==> config.mk <==
export PLATFORM = sky130hd
export DESIGN_NAME = mv_job_arbiter_flat
export DESIGN_NICKNAME = d
export VERILOG_FILES = /design/src/rtl/mv_job_arbiter_if.sv /design/src/rtl/mv_job_arbiter.sv /design/src/flat_wrapper.sv
export SDC_FILE = /design/constraint.sdc
export NUM_CORES = 1
export LEC_CHECK = 0
export CORE_MARGIN = 8
export CORE_UTILIZATION = 30
export CTS_CLUSTER_SIZE = 40
export DETAILED_ROUTE_END_ITERATION = 10
export PLACE_DENSITY = 0.58
export SYNTH_ARGS = -nofsm -noshare
export SYNTH_HDL_FRONTEND = slang
export SYNTH_SLANG_ARGS = --single-unit
==> constraint.sdc <==
create_clock -name clock -period 2.3 [get_ports clock]
set_input_delay 0.575 -clock clock [delete_from_list [all_inputs] [get_ports clock]]
set_output_delay 0.575 -clock clock [all_outputs]
set_load 0.02 [all_outputs]
==> src/rtl/mv_job_arbiter_if.sv <==
`default_nettype none
// ============================================================================
// mv_job_arbiter_if : requester, engine and result signals of mv_job_arbiter
// Revision: 1.0
// ============================================================================
interface mv_job_arbiter_if;
  logic        s0_valid;
  logic [7:0]  s0_data;
  logic        s0_busy;
  logic        s1_valid;
  logic [7:0]  s1_data;
  logic        s1_busy;
  logic [1:0]  grant;
  logic        eng_start;
  logic [7:0]  eng_in;
  logic        eng_ready;
  logic [17:0] eng_out;
  logic [1:0]  res_valid;
  logic [17:0] res_data;
  logic [1:0]  res_idx;
  logic        res_err;

  modport master (
    output s0_valid, s0_data, s1_valid, s1_data, eng_ready, eng_out,
    input  s0_busy, s1_busy, grant, eng_start, eng_in,
           res_valid, res_data, res_idx, res_err
  );

  modport slave (
    input  s0_valid, s0_data, s1_valid, s1_data, eng_ready, eng_out,
    output s0_busy, s1_busy, grant, eng_start, eng_in,
           res_valid, res_data, res_idx, res_err
  );
endinterface
`default_nettype wire

==> src/rtl/mv_job_arbiter.sv <==
`default_nettype none
// ============================================================================
// mv_job_arbiter : round-robin sharing of one serial matrix-vector engine
//                  between two 12-byte job buffers, with result routing
// Revision: 1.0
// ============================================================================
module mv_job_arbiter #(
  parameter int TIMEOUT = 64
) (
  input  logic              clock,
  input  logic              reset_n,
  mv_job_arbiter_if.slave   bus
);

  typedef enum logic [2:0] {
    ST_IDLE  = 3'd0,
    ST_FEED  = 3'd1,
    ST_WAIT  = 3'd2,
    ST_DRAIN = 3'd3,
    ST_DONE  = 3'd4,
    ST_ERR   = 3'd5
  } state_t;

  localparam logic [7:0] TIMEOUT_LAST = 8'(TIMEOUT - 1);

  state_t      state, state_n;
  logic        owner, owner_n;
  logic        rr_ptr, rr_ptr_n;
  logic [3:0]  bc, bc_n;
  logic [1:0]  rc, rc_n;
  logic [7:0]  timer, timer_n;

  logic [1:0]  grant_q, grant_n;
  logic        eng_start_q, eng_start_n;
  logic [7:0]  eng_in_q, eng_in_n;
  logic [1:0]  res_valid_q, res_valid_n;
  logic [17:0] res_data_q, res_data_n;
  logic [1:0]  res_idx_q, res_idx_n;
  logic        res_err_q, res_err_n;

  logic [1:0]      wr_valid;
  logic [1:0][7:0] wr_data;
  logic [1:0][7:0] rd_byte;
  logic [1:0]      full;
  logic [1:0]      busy_w;
  logic            release_buf;

  assign wr_valid    = {bus.s1_valid, bus.s0_valid};
  assign wr_data     = {bus.s1_data, bus.s0_data};
  assign release_buf = (state == ST_DONE);

  for (genvar i = 0; i < 2; i++) begin : g_req
    localparam logic ID = 1'(i);
    logic [3:0] wc, wc_n;
    logic [7:0] mem [12];
    logic       busy;
    logic       accept;

    assign accept = wr_valid[i] && (wc < 4'd12);

    // The owner's count stays at 12 until DONE, so its writes are dropped
    // for the whole job including the DONE cycle itself.
    always_comb begin
      wc_n = wc;
      if (release_buf && (owner == ID)) begin
        wc_n = 4'd0;
      end else if (accept) begin
        wc_n = wc + 4'd1;
      end
    end

    always_ff @(posedge clock or negedge reset_n) begin
      if (!reset_n) begin
        wc   <= 4'd0;
        busy <= 1'b0;
      end else begin
        wc   <= wc_n;
        busy <= (wc_n == 4'd12);
      end
    end

    always_ff @(posedge clock) begin
      if (accept) begin
        mem[wc] <= wr_data[i];
      end
    end

    assign full[i]    = (wc == 4'd12);
    assign busy_w[i]  = busy;
    assign rd_byte[i] = mem[bc];
  end

  always_comb begin
    state_n     = state;
    owner_n     = owner;
    rr_ptr_n    = rr_ptr;
    bc_n        = bc;
    rc_n        = rc;
    timer_n     = timer;
    grant_n     = grant_q;
    eng_start_n = 1'b0;
    eng_in_n    = 8'd0;
    res_valid_n = 2'b00;
    res_data_n  = 18'd0;
    res_idx_n   = 2'd0;
    res_err_n   = 1'b0;

    case (state)
      ST_IDLE: begin
        if (full != 2'b00) begin
          if (full == 2'b11) begin
            owner_n  = rr_ptr;
            rr_ptr_n = ~rr_ptr;
          end else begin
            owner_n = full[1];
          end
          grant_n = owner_n ? 2'b10 : 2'b01;
          bc_n    = 4'd0;
          rc_n    = 2'd0;
          state_n = ST_FEED;
        end
      end
      ST_FEED: begin
        eng_start_n = 1'b1;
        eng_in_n    = rd_byte[owner];
        bc_n        = bc + 4'd1;
        if (bc == 4'd11) begin
          bc_n    = 4'd0;
          timer_n = 8'd0;
          state_n = ST_WAIT;
        end
      end
      ST_WAIT, ST_DRAIN: begin
        if (bus.eng_ready) begin
          res_valid_n = grant_q;
          res_data_n  = bus.eng_out;
          res_idx_n   = rc;
          rc_n        = rc + 2'd1;
          timer_n     = 8'd0;
          state_n     = (rc == 2'd3) ? ST_DONE : ST_DRAIN;
        end else if (timer == TIMEOUT_LAST) begin
          // Error pulse is registered here so it is visible during ERR.
          res_valid_n = grant_q;
          res_err_n   = 1'b1;
          res_idx_n   = rc;
          timer_n     = timer + 8'd1;
          state_n     = ST_ERR;
        end else begin
          timer_n = timer + 8'd1;
        end
      end
      ST_ERR: begin
        state_n = ST_DONE;
      end
      ST_DONE: begin
        grant_n = 2'b00;
        state_n = ST_IDLE;
      end
      default: begin
        state_n = ST_IDLE;
      end
    endcase
  end

  always_ff @(posedge clock or negedge reset_n) begin
    if (!reset_n) begin
      state       <= ST_IDLE;
      owner       <= 1'b0;
      rr_ptr      <= 1'b0;
      bc          <= 4'd0;
      rc          <= 2'd0;
      timer       <= 8'd0;
      grant_q     <= 2'b00;
      eng_start_q <= 1'b0;
      eng_in_q    <= 8'd0;
      res_valid_q <= 2'b00;
      res_data_q  <= 18'd0;
      res_idx_q   <= 2'd0;
      res_err_q   <= 1'b0;
    end else begin
      state       <= state_n;
      owner       <= owner_n;
      rr_ptr      <= rr_ptr_n;
      bc          <= bc_n;
      rc          <= rc_n;
      timer       <= timer_n;
      grant_q     <= grant_n;
      eng_start_q <= eng_start_n;
      eng_in_q    <= eng_in_n;
      res_valid_q <= res_valid_n;
      res_data_q  <= res_data_n;
      res_idx_q   <= res_idx_n;
      res_err_q   <= res_err_n;
    end
  end

  assign bus.s0_busy   = busy_w[0];
  assign bus.s1_busy   = busy_w[1];
  assign bus.grant     = grant_q;
  assign bus.eng_start = eng_start_q;
  assign bus.eng_in    = eng_in_q;
  assign bus.res_valid = res_valid_q;
  assign bus.res_data  = res_data_q;
  assign bus.res_idx   = res_idx_q;
  assign bus.res_err   = res_err_q;

endmodule
`default_nettype wire

==> src/flat_wrapper.sv <==
// flat-port wrapper written by rule: the top's interface ports become plain ports
module mv_job_arbiter_flat 
#(
  parameter int TIMEOUT = 64
)
  (clock, reset_n, bus_s0_valid, bus_s0_data, bus_s1_valid, bus_s1_data, bus_eng_ready, bus_eng_out, bus_s0_busy, bus_s1_busy, bus_grant, bus_eng_start, bus_eng_in, bus_res_valid, bus_res_data, bus_res_idx, bus_res_err);
  mv_job_arbiter_if bus_i ();
  input  logic clock;
  input  logic reset_n;
  input wire logic [$bits(bus_i.s0_valid)-1:0] bus_s0_valid;
  input wire logic [$bits(bus_i.s0_data)-1:0] bus_s0_data;
  input wire logic [$bits(bus_i.s1_valid)-1:0] bus_s1_valid;
  input wire logic [$bits(bus_i.s1_data)-1:0] bus_s1_data;
  input wire logic [$bits(bus_i.eng_ready)-1:0] bus_eng_ready;
  input wire logic [$bits(bus_i.eng_out)-1:0] bus_eng_out;
  output wire logic [$bits(bus_i.s0_busy)-1:0] bus_s0_busy;
  output wire logic [$bits(bus_i.s1_busy)-1:0] bus_s1_busy;
  output wire logic [$bits(bus_i.grant)-1:0] bus_grant;
  output wire logic [$bits(bus_i.eng_start)-1:0] bus_eng_start;
  output wire logic [$bits(bus_i.eng_in)-1:0] bus_eng_in;
  output wire logic [$bits(bus_i.res_valid)-1:0] bus_res_valid;
  output wire logic [$bits(bus_i.res_data)-1:0] bus_res_data;
  output wire logic [$bits(bus_i.res_idx)-1:0] bus_res_idx;
  output wire logic [$bits(bus_i.res_err)-1:0] bus_res_err;
  assign bus_i.s0_valid = bus_s0_valid;
  assign bus_i.s0_data = bus_s0_data;
  assign bus_i.s1_valid = bus_s1_valid;
  assign bus_i.s1_data = bus_s1_data;
  assign bus_i.eng_ready = bus_eng_ready;
  assign bus_i.eng_out = bus_eng_out;
  assign bus_s0_busy = bus_i.s0_busy;
  assign bus_s1_busy = bus_i.s1_busy;
  assign bus_grant = bus_i.grant;
  assign bus_eng_start = bus_i.eng_start;
  assign bus_eng_in = bus_i.eng_in;
  assign bus_res_valid = bus_i.res_valid;
  assign bus_res_data = bus_i.res_data;
  assign bus_res_idx = bus_i.res_idx;
  assign bus_res_err = bus_i.res_err;
  mv_job_arbiter #(.TIMEOUT(TIMEOUT)) u_core (.clock(clock), .reset_n(reset_n), .bus(bus_i));
endmodule
## After elaboration in Yosys (flattened, before gate mapping)

Memories as Yosys holds them, arrays and structs flattened.
Cells that the tools add are included.

- ROM bits: 0
- Memories: 2
- Latch bits: 0
- Input port bits: 39
- Register bits after elaboration: 63
- Memory bits (writable): 192

- Muxes and demuxes: 44
- $mul: 0
- $add $sub $neg: 5
- Shift operators: 0
- Bitwise operators: 2
- Equal/unequal tests: 17
- $lt $le $gt $ge: 3
- Div/mod/pow operators: 0
- Reductions and logical operators: 18

Memory list:

| name | words | bits a word | read ports | clocked after memory_dff | wr ports | line | RTL |
|---|---|---|---|---|---|---|---|
| u_core.g_req[0].mem | 12 | 8 | 1 | 0 | 1 | mv_job_arbiter.sv:55 | `logic [7:0] mem [12];` |
| u_core.g_req[1].mem | 12 | 8 | 1 | 0 | 1 | mv_job_arbiter.sv:55 |  |

Operators by type and width:

| cell | count |
|---|---|
| 8-bit two-way mux | 5 |
| 18-bit two-way mux | 2 |
| 4-bit two-way mux | 6 |
| 4-bit equality test (second input constant) | 5 |
| 2-bit two-way mux | 10 |
| 8-bit case mux with 2 select lines | 1 |
| 3-bit two-way mux | 5 |
| 4-bit by 1-bit adder with 4-bit output (second input constant) | 3 |
| 3-bit case mux with 4 select lines | 1 |
| 1-bit two-way mux | 11 |
| 2-bit nonzero test | 5 |
| 3-bit AND reduction | 3 |
| 8-bit by 1-bit adder with 8-bit output (second input constant) | 1 |
| 8-bit by 6-bit equality test with 1-bit output (second input constant) | 1 |
| 4-bit < comparator (second input constant) | 2 |
| 2-bit case mux with 2 select lines | 2 |
| 4-bit case mux with 2 select lines | 1 |
| 2-bit AND reduction | 4 |
| 3-bit by 2-bit equality test with 1-bit output (second input constant) | 2 |
| 3-bit equality test (second input constant) | 2 |
| 2-bit equality test (second input constant) | 2 |
| 1-bit logical AND | 4 |
| 2-bit by 1-bit != test with 1-bit output (second input constant) | 2 |
| 3-bit by 1-bit equality test with 1-bit output (second input constant) | 1 |
| 7 further kinds | 8 |

## Depth between registers and ports, before layout

- Word-level depth: 8
- Gate-level depth with buffers: 7

## Worst setup path after synthesis

OpenSTA, ideal clock, no wires.

- Path type: input to register
- Start: in bus_s1_valid
- End: mem u_core.g_req[1].mem[3][0] (enable)
- Stages: 3
- Arrival time: 1.530 ns
- Path slack: 0.386 ns
- Required time: 1.917 ns
- Library setup time: 0.383 ns
- Path through: clkbuf_1 -> nand2_1 -> nor3_1

- Cells in the longest elaborated chain, start to end: 3

RTL lines:

| what | line | RTL |
|---|---|---|
| from (decl) | flat_wrapper.sv:12 | `input wire logic [$bits(bus_i.s1_valid)-1:0] bus_s1_valid;` |
| 1-bit logical AND | mv_job_arbiter.sv:59 | `assign accept = wr_valid[i] && (wc < 4'd12);` |
| 1-bit two-way mux | mv_job_arbiter.sv:83 | `if (accept) begin` |
| 1-bit two-way mux (implied by the code) | mv_job_arbiter.sv:84 | `mem[wc] <= wr_data[i];` |
| to (decl) | mv_job_arbiter.sv:55 |  |

Every way passes these cells.

## Worst setup path after layout

- Start: reg u_core.eng_in_q[3] (netlist: u_core.bus.eng_in[3])
- End: out bus_eng_in[3]

RTL lines:

| what | line | RTL |
|---|---|---|
| from (decl) | mv_job_arbiter.sv:35 | `logic [7:0] eng_in_q, eng_in_n;` |
| from (signal assigned) | mv_job_arbiter.sv:189 | `eng_in_q <= eng_in_n;` |
| to (decl) | flat_wrapper.sv:20 | `output wire logic [$bits(bus_i.eng_in)-1:0] bus_eng_in;` |

No word-level cell between the ends.

==> impl_results.md <==
- Grt total ovfl: 0
- Setup TNS: 0 ns
- RSZ-0062 raised after global routing: no
- Status: completed
- DR iter-0 viols: 482
- Critical path endpoint category: primary output
- Worst skew pair latency: 0.53 ns
- TritonCTS clock tree: done
- Share of layout cells above drive strength 1: 17.61%
- Top cell type's share of synthesized area: 55.57%
- Vias in the first global route: 6034
- Buffers on Ports: 74
- Post-Synthesis Cells: 642
- Max-cap violations: 0
- Crit path buf inv count: 1
- FFs w/ async S/R, synth: 24.71%
- Seq/Total Area, Yosys: 70.77%
- Die area: 40790 um2
- Worst-path maximum fanout: 1
- Area growth, synth to finish: 23.07%
- Mapped Nets: 692
- Worst Skew: 0.01690 ns
- Max frequency: 472.0 MHz
- Net count reported at finish: 808
- Clock slew at reported path FFs: 0.06 ns
- Initial antenna violation count: 0
- Largest net degree at the start of global routing: 41
- Cell family with most CP delay: buffers and inverters
- Tot Pwr: 14.14 mW
- Fillers: 3187
- First-pass GRT wire length: 36160 um
- Crit share post-route: 92.11%
- Final worst setup slack: 0.1815 ns
- Core ar.: 34290 um2
- Comb pwr share: 30.0%
- Distinct cells, synth: 56
- CP max stage delay: 0.65 ns
- Placed insts: 1184
- Pint: 9.645 mW
- Crit path cell chain: clkdlybuf4s50_1
- Max Slew Vio Count: 0
- Switching Share: 31.79%
- Detail Placement HPWL: 15510 um
- Remaining antenna violation count: 0
- I/O pin count: 75
- Slew HR: 62.81%
- Dpl ws: 0.09783 ns
- Flop pwr share: 41.8%
- Antenna Cells: 0
- GPL Wtd Cong: 0.7951
- Area leader, netlist: edfxtp_1
- Ranking of synthesized cells by area: edfxtp_1 (56%), dfrtp_1 (15%), mux4_2 (5.9%)
- Fin. Hold Viols: 0
- First-pass DRT Iterations: 4
- Yosys warning count: 0
- Clock buffer depth: 3
- Max IR drop VDD: 0.0005241 V
- Avg Cell Area, Syn: 16.16 um2
- Pwr per Cell Area: 1107 nW/um2
- Setup bufs post-CTS: 0
- Util after Layout: 37.24%
- Ys flop type: edfxtp_1
- Hold crit path type: register to register
- Total number of vias: 5820
- P_sw: 4.496 mW
- Worst-Margin Slew: 0.5561 ns
- Post-synth EDFFs: 192
- Max H-tree Level: 1
- Root Driver: clkbuf_16
- Crit path time final: 2.119 ns
- Setup CP Type: register to primary output
- Routed length per instance: 18.47 um
- CTS Buf Count: 26
- Final setup fails: 0
- Crit-path slowest cell: clkdlybuf4s50_1
- # hold bufs at CTS: 1
- Post-Syn Area: 10370 um2
- DR DRC count: 0
- Final std cells w/o fill: 1233
- Drt via density: 4.720
- Die Wd: 202.0 um
- Vert. Die Dim: 202.0 um
- Total GRT Usage: 11.09%
- Clock network fraction of total power: 28.2%
- DRT Wirelength: 22770 um
- Post_cts resized: 0
- Crit path DAT: 1.54 ns
- Num Clock Sinks: 255
- Most frequent cells in the layout: edfxtp_1 (192), clkdlybuf4s50_1 (73), dfrtp_1 (61)
- Starting Density: 30.26%
- Startpoint types: register
- Row cnt: 68
- Commonest non-fill, non-tap cell in the layout: edfxtp_1
- CP required: 1.73 ns
- Yosys reg bits: 255
- P_leak: 4.626 nW
registers in the layout (all words and copies together), names as in the netlist, 3 cells and up:
signal	cells
u_core.bc	4
u_core.bus.eng_in	8
u_core.bus.res_data	18
u_core.g_req.mem	192
u_core.g_req.wc	8
u_core.state	3
u_core.timer	8
per-stage QoR:
stage / cell area (um2) / hold slack (ns)
floorplan: 10380 / 0.2794
CTS: 12770 / 0.4929
global placement: 11950 / 0.4781
finish: 12770 / 0.4931
detailed placement: 11950 / 0.4841
global route: 12770 / 0.5042
final cells by class:
type / instances / area (um2) / share of cell area (%)
Inverter: 12 / 46.29 / 0.3626
Tap cell: 455 / 569.3 / 4.459
Sequential cell: 255 / 7347 / 57.54
Timing Repair Buffer: 123 / 1181 / 9.250
Multi-Input combinational cell: 340 / 2814 / 22.04
Clock inverter: 17 / 120.1 / 0.9407
Clock buffer: 31 / 690.7 / 5.409
metal layers:
| metal | vias up | wire length [um] | part of all wire, % | GRT usage [%] |
|---|---|---|---|---|
| li1 | 2730 | - | - | - |
| met1 | 2922 | 10590 | 47 | 15.44 |
| met2 | 139 | 10250 | 45 | 16.98 |
| met3 | 29 | 1458 | 6.4 | 2.546 |
| met4 | 0 | 473 | 2.1 | 3.392 |
| met5 | - | 0 | 0 | 0 |
cells by family (layout without fill, tap and decap cells):
logic type,count (synthesis),after routing,share of synthesized area (%)
flip-flops,255,255,70.77
AND/OR/NAND/NOR,154,154,8.430
AO/OA/AOI/OAI,98,98,6.717
multiplexers,73,73,10.31
buffers and inverters,47,183,2.110
adder cells (fa/ha/maj),11,11,1.327
XOR/XNOR,4,4,0.3377
cells in the mapped netlist (7+ instances only):
master,number
a211oi_1,8
a21oi_1,10
a22oi_1,15
and3_1,27
buf_2,9
clkbuf_1,22
dfrtp_1,63
edfxtp_1,192
ha_1,11
inv_1,11
mux2i_1,45
mux4_2,27
nand2_1,22
nand2b_4,7
nand3_1,14
nor2_1,32
nor3_1,14
o211ai_2,7
o21ai_0,19
o21ai_1,7
o22ai_1,7
power by group through the flow:
stage | sequential, mW | combinational [mW] | clock (mW)
6_report | 5.91 | 4.24 | 3.99
5_1_grt | 5.97 | 4.64 | 4.29
4_1_cts | 5.91 | 4.31 | 4.10
3_5_place_dp | 6.00 | 4.30 | 0
3_3_place_gp | 5.99 | 4.27 | 0
2_1_floorplan | 5.94 | 2.80 | 0
final timing paths:
check | from | to | slack, ns | depth (start not counted)
worst min-delay path | u_core.rr_ptr | u_core.rr_ptr | 0.49 | 1
worst max-delay path | u_core.bus.eng_in[3] | bus_eng_in[3] | 0.18 | 1
worst min register to register | u_core.rr_ptr | u_core.rr_ptr | 0.49 | 1
max in group asynchronous | reset_n | u_core.bus.res_valid[1] | 1.19 | 3
min in group asynchronous | reset_n | u_core.bus.res_data[10] | 0.50 | 2
worst max register to register | u_core.bc[0] | u_core.bus.eng_in[6] | 0.33 | 4
(Power assumes the default switching activity.)
